[config.mk]
export PLATFORM = sky130hd
export DESIGN_NAME = score_window_sequencer
export DESIGN_NICKNAME = d
export VERILOG_FILES = /design/src/rtl/score_window_sequencer_pkg.sv /design/src/rtl/score_window_sequencer_beat_timer.sv /design/src/rtl/score_window_sequencer.sv
export SDC_FILE = /design/constraint.sdc
export NUM_CORES = 1
export LEC_CHECK = 0
export BUFFER_PORTS_ARGS = -buffer_cell sky130_fd_sc_hd__clkbuf_2
export CAP_MARGIN = 40
export CORE_ASPECT_RATIO = 1.5
export CORE_MARGIN = 2
export CORE_UTILIZATION = 51
export DETAILED_ROUTE_END_ITERATION = 6
export PLACE_DENSITY_LB_ADDON = 0.2
export REMOVE_ABC_BUFFERS = 1
export SLEW_MARGIN = 20
export SYNTH_ARGS = -nofsm -noshare
export SYNTH_HDL_FRONTEND = slang
export SYNTH_SLANG_ARGS = --single-unit
export TNS_END_PERCENT = 1
[constraint.sdc]
create_clock -name clk -period 3.2 [get_ports clk]
set_input_delay 0 -clock clk [delete_from_list [all_inputs] [get_ports clk]]
set_output_delay 0 -clock clk [all_outputs]
set_load 0.01 [all_outputs]
[src/rtl/score_window_sequencer_pkg.sv]
// Shared note codes, minimum beat period and FSM state encoding for the
// score window sequencer.
package score_pkg;

    localparam logic [3:0] REST_NOTE  = 4'b0001;
    localparam logic [3:0] END_NOTE   = 4'b1111;
    localparam int         MIN_PERIOD = 4;

    typedef enum logic [2:0] {
        ST_IDLE  = 3'd0,
        ST_RUN   = 3'd1,
        ST_FETCH = 3'd2,
        ST_SHIFT = 3'd3,
        ST_DRAIN = 3'd4
    } state_e;

endpackage

[src/rtl/score_window_sequencer_beat_timer.sv]
// Beat period counter: counts enabled clocks and ticks on the last clock of
// each period. The count is exported only when SCORE_DEBUG_EN is defined.
module beat_timer #(
    parameter int TEMPO_W = 26
) (
    input  logic               clk,
    input  logic               reset_n,
    input  logic               clear,
    input  logic               enable,
    input  logic [TEMPO_W-1:0] period,
    output logic               tick
`ifdef SCORE_DEBUG_EN
    ,
    output logic [TEMPO_W-1:0] count
`endif
);

    logic [TEMPO_W-1:0] cnt_q;
    logic [TEMPO_W-1:0] cnt_d;
    logic               tick_s;

    // Next count; clear wins over counting, a tick restarts the period
    always_comb begin
        tick_s = 1'b0;
        cnt_d  = cnt_q;
        if (clear) begin
            cnt_d = {TEMPO_W{1'b0}};
        end else if (enable) begin
            if (cnt_q == period - TEMPO_W'(1)) begin
                cnt_d  = {TEMPO_W{1'b0}};
                tick_s = 1'b1;
            end else begin
                cnt_d = cnt_q + TEMPO_W'(1);
            end
        end else begin
            cnt_d = cnt_q;
        end
    end

    // Counter register
    always_ff @(posedge clk) begin
        if (!reset_n) begin
            cnt_q <= {TEMPO_W{1'b0}};
        end else begin
            cnt_q <= cnt_d;
        end
    end

    assign tick = tick_s;
`ifdef SCORE_DEBUG_EN
    assign count = cnt_q;
`endif

endmodule

[src/rtl/score_window_sequencer.sv]
// Plays a song from a score ROM into a DEPTH-note look-ahead window, one note
// per beat. Defining SCORE_DEBUG_EN adds the 64-bit debug_out port.
module score_window_sequencer
    import score_pkg::*;
#(
    parameter int NOTE_W  = 4,
    parameter int DEPTH   = 16,
    parameter int ADDR_W  = 7,
    parameter int SONG_W  = 2,
    parameter int TEMPO_W = 26
) (
    input  logic                    clk,
    input  logic                    reset_n,
    input  logic [SONG_W-1:0]       song_sel,
    input  logic [TEMPO_W-1:0]      tempo_period,
    input  logic                    start,
    input  logic                    pause,
    input  logic                    loop_en,
    output logic [SONG_W-1:0]       rom_song,
    output logic [ADDR_W-1:0]       rom_addr,
    input  logic [NOTE_W-1:0]       rom_data,
    output logic [DEPTH*NOTE_W-1:0] window_out,
    output logic                    beat,
    output logic                    playing,
    output logic                    song_done
`ifdef SCORE_DEBUG_EN
    ,
    output logic [63:0]             debug_out
`endif
);

    localparam int WIN_W = DEPTH * NOTE_W;
    localparam int DC_W  = $clog2(DEPTH + 1);
    localparam logic [NOTE_W-1:0] REST_N = NOTE_W'(REST_NOTE);
    localparam logic [NOTE_W-1:0] END_N  = {NOTE_W{END_NOTE[0]}};

    state_e             state_q,   state_d;
    logic [SONG_W-1:0]  song_q,    song_d;
    logic [TEMPO_W-1:0] period_q,  period_d;
    logic [ADDR_W-1:0]  addr_q,    addr_d;
    logic [WIN_W-1:0]   window_q,  window_d;
    logic [DC_W-1:0]    drain_q,   drain_d;
    logic               beat_q,    beat_d;
    logic               playing_q, playing_d;
    logic               done_q,    done_d;
    logic               tick_s;
    logic               timer_en_s;
    logic               end_s;

    function automatic logic [WIN_W-1:0] shift_in(input logic [WIN_W-1:0] win,
                                                  input logic [NOTE_W-1:0] note);
        return {note, win[WIN_W-1:NOTE_W]};
    endfunction

    // The counter keeps running through FETCH/SHIFT so beats stay evenly spaced
    assign timer_en_s = (state_q != ST_IDLE) && !pause;
    assign end_s      = (rom_data == END_N) || (addr_q == {ADDR_W{1'b1}});

`ifdef SCORE_DEBUG_EN
    logic [TEMPO_W-1:0] cnt_dbg_s;
`endif

    beat_timer #(.TEMPO_W(TEMPO_W)) u_beat_timer (
        .clk     (clk),
        .reset_n (reset_n),
        .clear   (start),
        .enable  (timer_en_s),
        .period  (period_q),
        .tick    (tick_s)
`ifdef SCORE_DEBUG_EN
        ,
        .count   (cnt_dbg_s)
`endif
    );

    // Next-state and datapath decode; start overrides everything but reset
    always_comb begin
        state_d  = state_q;
        song_d   = song_q;
        period_d = period_q;
        addr_d   = addr_q;
        window_d = window_q;
        drain_d  = drain_q;
        beat_d   = 1'b0;
        done_d   = 1'b0;
        if (start) begin
            state_d  = ST_RUN;
            song_d   = song_sel;
            period_d = (tempo_period < TEMPO_W'(MIN_PERIOD)) ? TEMPO_W'(MIN_PERIOD)
                                                             : tempo_period;
            addr_d   = {ADDR_W{1'b0}};
            window_d = {DEPTH{REST_N}};
            drain_d  = {DC_W{1'b0}};
        end else begin
            case (state_q)
                ST_IDLE: begin
                    state_d = ST_IDLE;
                end
                ST_RUN: begin
                    if (tick_s) begin
                        beat_d  = 1'b1;
                        state_d = ST_FETCH;
                    end else begin
                        state_d = ST_RUN;
                    end
                end
                ST_FETCH: begin
                    state_d = ST_SHIFT;
                end
                ST_SHIFT: begin
                    state_d = ST_RUN;
                    if (end_s) begin
                        window_d = shift_in(window_q, REST_N);
                        if (loop_en) begin
                            addr_d = {ADDR_W{1'b0}};
                        end else begin
                            state_d = ST_DRAIN;
                            drain_d = {DC_W{1'b0}};
                        end
                    end else begin
                        window_d = shift_in(window_q, rom_data);
                        addr_d   = addr_q + ADDR_W'(1);
                    end
                end
                ST_DRAIN: begin
                    if (tick_s) begin
                        beat_d   = 1'b1;
                        window_d = shift_in(window_q, REST_N);
                        if (drain_q == DC_W'(DEPTH - 1)) begin
                            done_d  = 1'b1;
                            state_d = ST_IDLE;
                            drain_d = {DC_W{1'b0}};
                        end else begin
                            drain_d = drain_q + DC_W'(1);
                        end
                    end else begin
                        state_d = ST_DRAIN;
                    end
                end
                default: begin
                    state_d = ST_IDLE;
                end
            endcase
        end
        playing_d = (state_d != ST_IDLE);
    end

    // State, datapath and output registers
    always_ff @(posedge clk) begin
        if (!reset_n) begin
            state_q   <= ST_IDLE;
            song_q    <= {SONG_W{1'b0}};
            period_q  <= TEMPO_W'(MIN_PERIOD);
            addr_q    <= {ADDR_W{1'b0}};
            window_q  <= {DEPTH{REST_N}};
            drain_q   <= {DC_W{1'b0}};
            beat_q    <= 1'b0;
            playing_q <= 1'b0;
            done_q    <= 1'b0;
        end else begin
            state_q   <= state_d;
            song_q    <= song_d;
            period_q  <= period_d;
            addr_q    <= addr_d;
            window_q  <= window_d;
            drain_q   <= drain_d;
            beat_q    <= beat_d;
            playing_q <= playing_d;
            done_q    <= done_d;
        end
    end

    assign rom_song   = song_q;
    assign rom_addr   = addr_q;
    assign window_out = window_q;
    assign beat       = beat_q;
    assign playing    = playing_q;
    assign song_done  = done_q;

`ifdef SCORE_DEBUG_EN
    assign debug_out = {{1'b0, state_q}, 12'(addr_q), 32'(cnt_dbg_s),
                        16'(window_q[WIN_W-1 -: NOTE_W])};
`endif

endmodule

# After elaboration in Yosys (flattened, before gate mapping)
# Cells that the tools add are included.
# word_totals
ff_bits	136
input_bits	37
output_inout_bits	76
elab_cells	68
# op_classes
add_sub_neg	4
order_cmp	1
n_eq_ne	12
mux	24
n_bitwise	4
n_reduce_logical	13
# ops
operator	n
two-way mux 64 bit	2
one-hot mux 64 bit (2 select lines)	1
two-way mux 26 bit	2
adder 26 x 1 -> 26 bit, second input constant	1
== test 26 bit	1
less-than comparator 26 x 3 -> 1 bit, second input constant	1
subtractor 26 x 1 -> 26 bit, second input constant	1
two-way mux 5 bit	4
two-way mux 3 bit	5
two-way mux 7 bit	2
one-hot mux 3 bit (4 select lines)	1
one-hot mux 5 bit (2 select lines)	1
inequality test 2 bit, second input constant	4
adder 7 x 1 -> 7 bit, second input constant	1
== test 7 bit, second input constant	1
== test 3 x 2 -> 1 bit, second input constant	2
nonzero test 3 bit	2
adder 5 x 1 -> 5 bit, second input constant	1
== test 5 x 4 -> 1 bit, second input constant	1
two-way mux 1 bit	5
== test 4 bit, second input constant	1
inverter 1 bit	4
AND reduction 2 bit	2
AND reduction 4 bit	1
10 further kinds	11

# Logic depth before layout (Yosys ltp)
# depth
word_depth	9
mapped_depth	11

# Modules after synthesis
# A second synthesis with hierarchy kept.
# unflattened
hier_cells	789
area_unflattened_um2	6766.5
# modules_own_cells
mod	n_inst	cells_per_inst	area_each_um2	seq_area_each_um2
score_window_sequencer	1	482	4260.3	2202.1
beat_timer	1	307	2506.2	520.5

# Worst setup path before layout
# Ideal clock, no wire load.
# synth_path
kind	reg-to-reg
from	register period_q[0]
to	register window_q[36] (netlist: window_out[36])
setup_time_ps	122
t_arrival_ps	3300
slack_ps	-222
stages_incl_launch_ff	12
synth_period_minus_slack_ps	3422
cell_sequence	dfxtp_1 -> inv_1 -> ha_1 -> or4b_1 -> or4_1 -> xnor2_1 -> o21ai_1 -> or4_4 -> nor4b_4 -> nor2_2 -> buf_6 -> mux2i_1
# synth_via
elab_chain_len	7
# synth_lines
item	line	text
from (decl)	score_window_sequencer.sv:39	logic [TEMPO_W-1:0] period_q, period_d;
from (signal assigned)	score_window_sequencer.sv:153	period_q <= TEMPO_W'(MIN_PERIOD);
from (signal assigned)	score_window_sequencer.sv:163	period_q <= period_d;
subtractor 26 x 1 -> 26 bit	score_window_sequencer_beat_timer.sv:29	if (cnt_q == period - TEMPO_W'(1)) begin
== test 26 bit	score_window_sequencer_beat_timer.sv:29	
two-way mux 1 bit	score_window_sequencer_beat_timer.sv:29	
two-way mux 1 bit	score_window_sequencer_beat_timer.sv:28	end else if (enable) begin
two-way mux 1 bit	score_window_sequencer_beat_timer.sv:26	if (clear) begin
inequality test 2 bit (no line)	--	
AND reduction 2 bit (no line)	--	
to (signal assigned)	score_window_sequencer.sv:155	window_q <= {DEPTH{REST_N}};
to (signal assigned)	score_window_sequencer.sv:165	window_q <= window_d;
to (decl)	score_window_sequencer.sv:41	logic [WIN_W-1:0] window_q, window_d;
# Every way passes these cells.
# A chain may end at the register's enable or synchronous reset.

# Final worst setup path
# layout_path
from	register period_q[1]
to	register window_q[47] (netlist: window_out[47])
# The elaborated chain is that of the path after synthesis.

==> impl_metrics.env <==
export IMPL_cp_top_family="simple AND/OR/NAND/NOR gates"
export IMPL_tightestPinTransition_ns=0.678
export IMPL_cts_htree_levels=4
export IMPL_cp_arrival_ns=3.50
export IMPL_async_flop_share=0
export IMPL_worstSetupStartpointType="flip-flop"
export IMPL_hold_path_class="in2reg"
export IMPL_wl_um=16600
export IMPL_core_um2=12500
export IMPL_synth_area_top_cells="dfxtp_1 42%, mux2i_1 14%, nand2_1 4.8%"
export IMPL_clock_latency_ns=0.42
export IMPL_finalSetupViolCount=2
export IMPL_crit_fanout=30
export IMPL_numCtsBuffers=17
export IMPL_drt_iter0_markers=184
export IMPL_drive_gt1_frac=0.238
export IMPL_die_area_um2=13700
export IMPL_ys_flop_type="dfxtp_1"
export IMPL_synth_edf_count=0
export IMPL_synth_seq_area_share=0.418
export IMPL_grt_max_degree=33
export IMPL_final_util=0.671
export IMPL_startpoint="period_q[1]$_SDFFE_PN0P_"
export IMPL_slowest_stage="or4_4"
export IMPL_critical_path_cell_chain="inv_1, ha_1, or4b_4, or4_4, xnor2_2, o21ai_1, or4_4, nor4b_4, buf_4, nor2_4, buf_12, mux2i_1"
export IMPL_fillerInstances=1043
export IMPL_cp_common_cell="or4_4"
export IMPL_drv_slew=0
export IMPL_cts_buffer_depth=2
export IMPL_synth_area_leader_cell="dfxtp_1"
export IMPL_drv_cap=0
export IMPL_yosysWarnings=0
export IMPL_syn_area_um2=6520
export IMPL_min_to="state_q[2]$_SDFF_PN0_"
export IMPL_grt_first_pass_wirelength_um=26600
export IMPL_crit_type="reg2reg"
export IMPL_yosysMostFrequentCell="dfxtp_1"
export IMPL_max_stage_delay_ns=0.50
export IMPL_final_antenna_net_count=0
export IMPL_grtUsageTotal=0.246
export IMPL_rsz0062_at_grt="yes"
export IMPL_drt_pass1_iter_count=4
export IMPL_port_buffers=112
export IMPL_num_io_pins=113
export IMPL_cts_tree="built"
export IMPL_drc_errors=0
export IMPL_synth_common_cells="136 x dfxtp_1, 90 x mux2i_1, 84 x nand2_1"
export IMPL_min_path_cells=4
export IMPL_fin_crit_sh=1.00
export IMPL_required_ns=3.50
export IMPL_fin_crit_ns=3.20
export IMPL_ir_worst_vdd_v=0.000385
export IMPL_cts_root_buf="clkbuf_16"
export IMPL_holdWs_ns=0.0358
export IMPL_outcome="complete, but fails checks"
export IMPL_r2r_end="window_out[47]$_SDFFE_PP0P_"
export IMPL_path_buf_inv=3
export IMPL_initial_core_util=0.521
export IMPL_syn_to_final_growth_pct=28.8
export IMPL_nNetsFinal=930
export IMPL_num_vias=5824
export IMPL_violations="negative setup slack"
export IMPL_r2r_setup_slack_ns=-0.002
export IMPL_synth_seq_cells=136
export IMPL_grt_pass1_vias=5749
export IMPL_finalHoldViolCount=0
export IMPL_r2r_cells=12
export IMPL_path_clk_slew_ns=0.06
export IMPL_critical_path_endpoint_type="flip-flop"
export IMPL_num_rows=50
export IMPL_wl_per_cell_um=15.7
export IMPL_place_ws_ns=-0.0658
export IMPL_maxSlewHeadroom=0.541
export IMPL_die_h_um=142
export IMPL_fmaxAchievable_mhz=312
export IMPL_syn_inst=720
export IMPL_synth_distinct_cells=63
export IMPL_r2r_start="period_q[1]$_SDFFE_PN0P_"
export IMPL_timing_final_ws_setup_ns=-0.00242
export IMPL_fin_skew_ns=0.0100
export IMPL_synth_area_per_cell_um2=9.06
export IMPL_antenna_found_initial=0
export IMPL_routabilityCongestion=0.926
export IMPL_overflow=0
export IMPL_antennaDiodeCount=0
export IMPL_dp_hpwl_um=12000
export IMPL_p_leak_nw=3.81
export IMPL_die_w_um=96.3
export IMPL_powerDensity_nw_per_um2=472
export IMPL_synth_top_area_share=0.418
export IMPL_hold_start="loop_en"
export IMPL_post_drt_via_cell_ratio=5.50
export IMPL_cts_sinks=136
==> cell families after synthesis <==
kind of cell / after synthesis / share of synthesized area
mux: 91 / 0.140
fa+ha+maj: 4 / 0.00768
compound gates: 66 / 0.0729
flops: 136 / 0.418
buf+inv: 54 / 0.0386
xor+xnor: 59 / 0.0793
simple gates: 310 / 0.244
==> metrics by stage <==
stage,cells,setup TNS [ns],total power [mW],instance area [um2]
after CTS,1058,-0.0184,3.99,8380
after floorplan,676,-95.10,1.95,6310
after detailed placement,993,-3.27,2.10,7480
after global routing,1058,-7.54,4.10,8400
final,1058,-0.00356,3.96,8400
after global placement,992,-0.291,2.10,7470
==> routing by layer <==
layer | global-route usage | wire length [um] | up-vias
met5 | 0 | 0 | -
met4 | 0.0986 | 400 | 0
li1 | - | - | 2868
met2 | 0.453 | 8830 | 154
met3 | 0.0530 | 703 | 23
met1 | 0.267 | 6650 | 2779
==> registers in the layout, indices dropped and copies added (netlist names) <==
| name | flops |
|---|---|
| playing | 1 |
| rom_song | 2 |
| beat | 1 |
| drain_q | 5 |
| rom_addr | 7 |
| u_beat_timer.cnt_q | 26 |
| state_q | 3 |
| window_out | 64 |
| song_done | 1 |
| period_q | 26 |
==> worst max path at each step <==
stage | endpoint | slack (ns) | cells after the start
floorplan | window_out[0]$_SDFFE_PP1P_ | -1.54 | 10
global placement | window_out[37]$_SDFFE_PP0P_ | -0.009 | 12
detailed placement | window_out[3]$_SDFFE_PP0P_ | -0.07 | 12
CTS | window_out[47]$_SDFFE_PP0P_ | -0.009 | 12
global route | window_out[20]$_SDFFE_PP1P_ | -0.13 | 12
finish | window_out[47]$_SDFFE_PP0P_ | -0.002 | 12
==> layout by cell type (no fill, tap or decap), types with 8 or more instances in the layout <==
cell type      Yosys  layout
nor2b_1           27      26
o21ai_0           11      11
dfxtp_1          136     136
clkbuf_2           0     112
nor4_1            21      20
buf_4              0      45
mux2i_1           90      90
xor2_1            31      31
clkbuf_16          0      17
nor2_1            77      75
nand2_1           84      84
inv_6              0       8
nor3_1            17      17
and3_1             8       8
nand4_1           21      21
nand3_1           11      11
xnor2_1           28      27
inv_1             10      10
dlygate4sd3_1      0      33
==> where the power goes <==
group | switching (mW) | total [mW] | internal [mW]
logic | 0.189 | 0.368 | 0.180
registers | 0.0249 | 1.74 | 1.72
clock network | 0.832 | 1.85 | 1.02
total | 1.05 | 3.96 | 2.92
==> tightest hold or removal path, cell delays in order <==
cell	delay (ns)
clkbuf_2	0.09
nor2_1	0.07
nand2_1	0.12
a221oi_1	0.11
==> final cells by class <==
class	instances	area, um2	area share
timing repair buffer	194	1290	0.154
clock inverter	15	129	0.0153
sequential	136	2720	0.324
clock buffer	17	425	0.0507
inverter	10	37.5	0.00447
tap	156	195	0.0232
multi-input combinational	530	3590	0.428
==> repair_timing <==
item / 4_1_cts / 5_1_grt
hold buffers: 33 / 0
endpoints found under the setup margin: 66 / 72
buffers inserted: 0 / 0
resized for setup: 4 / 3
hold endpoints to repair: 34 / 0
Note: power is estimated with default switching activity, not from simulation.
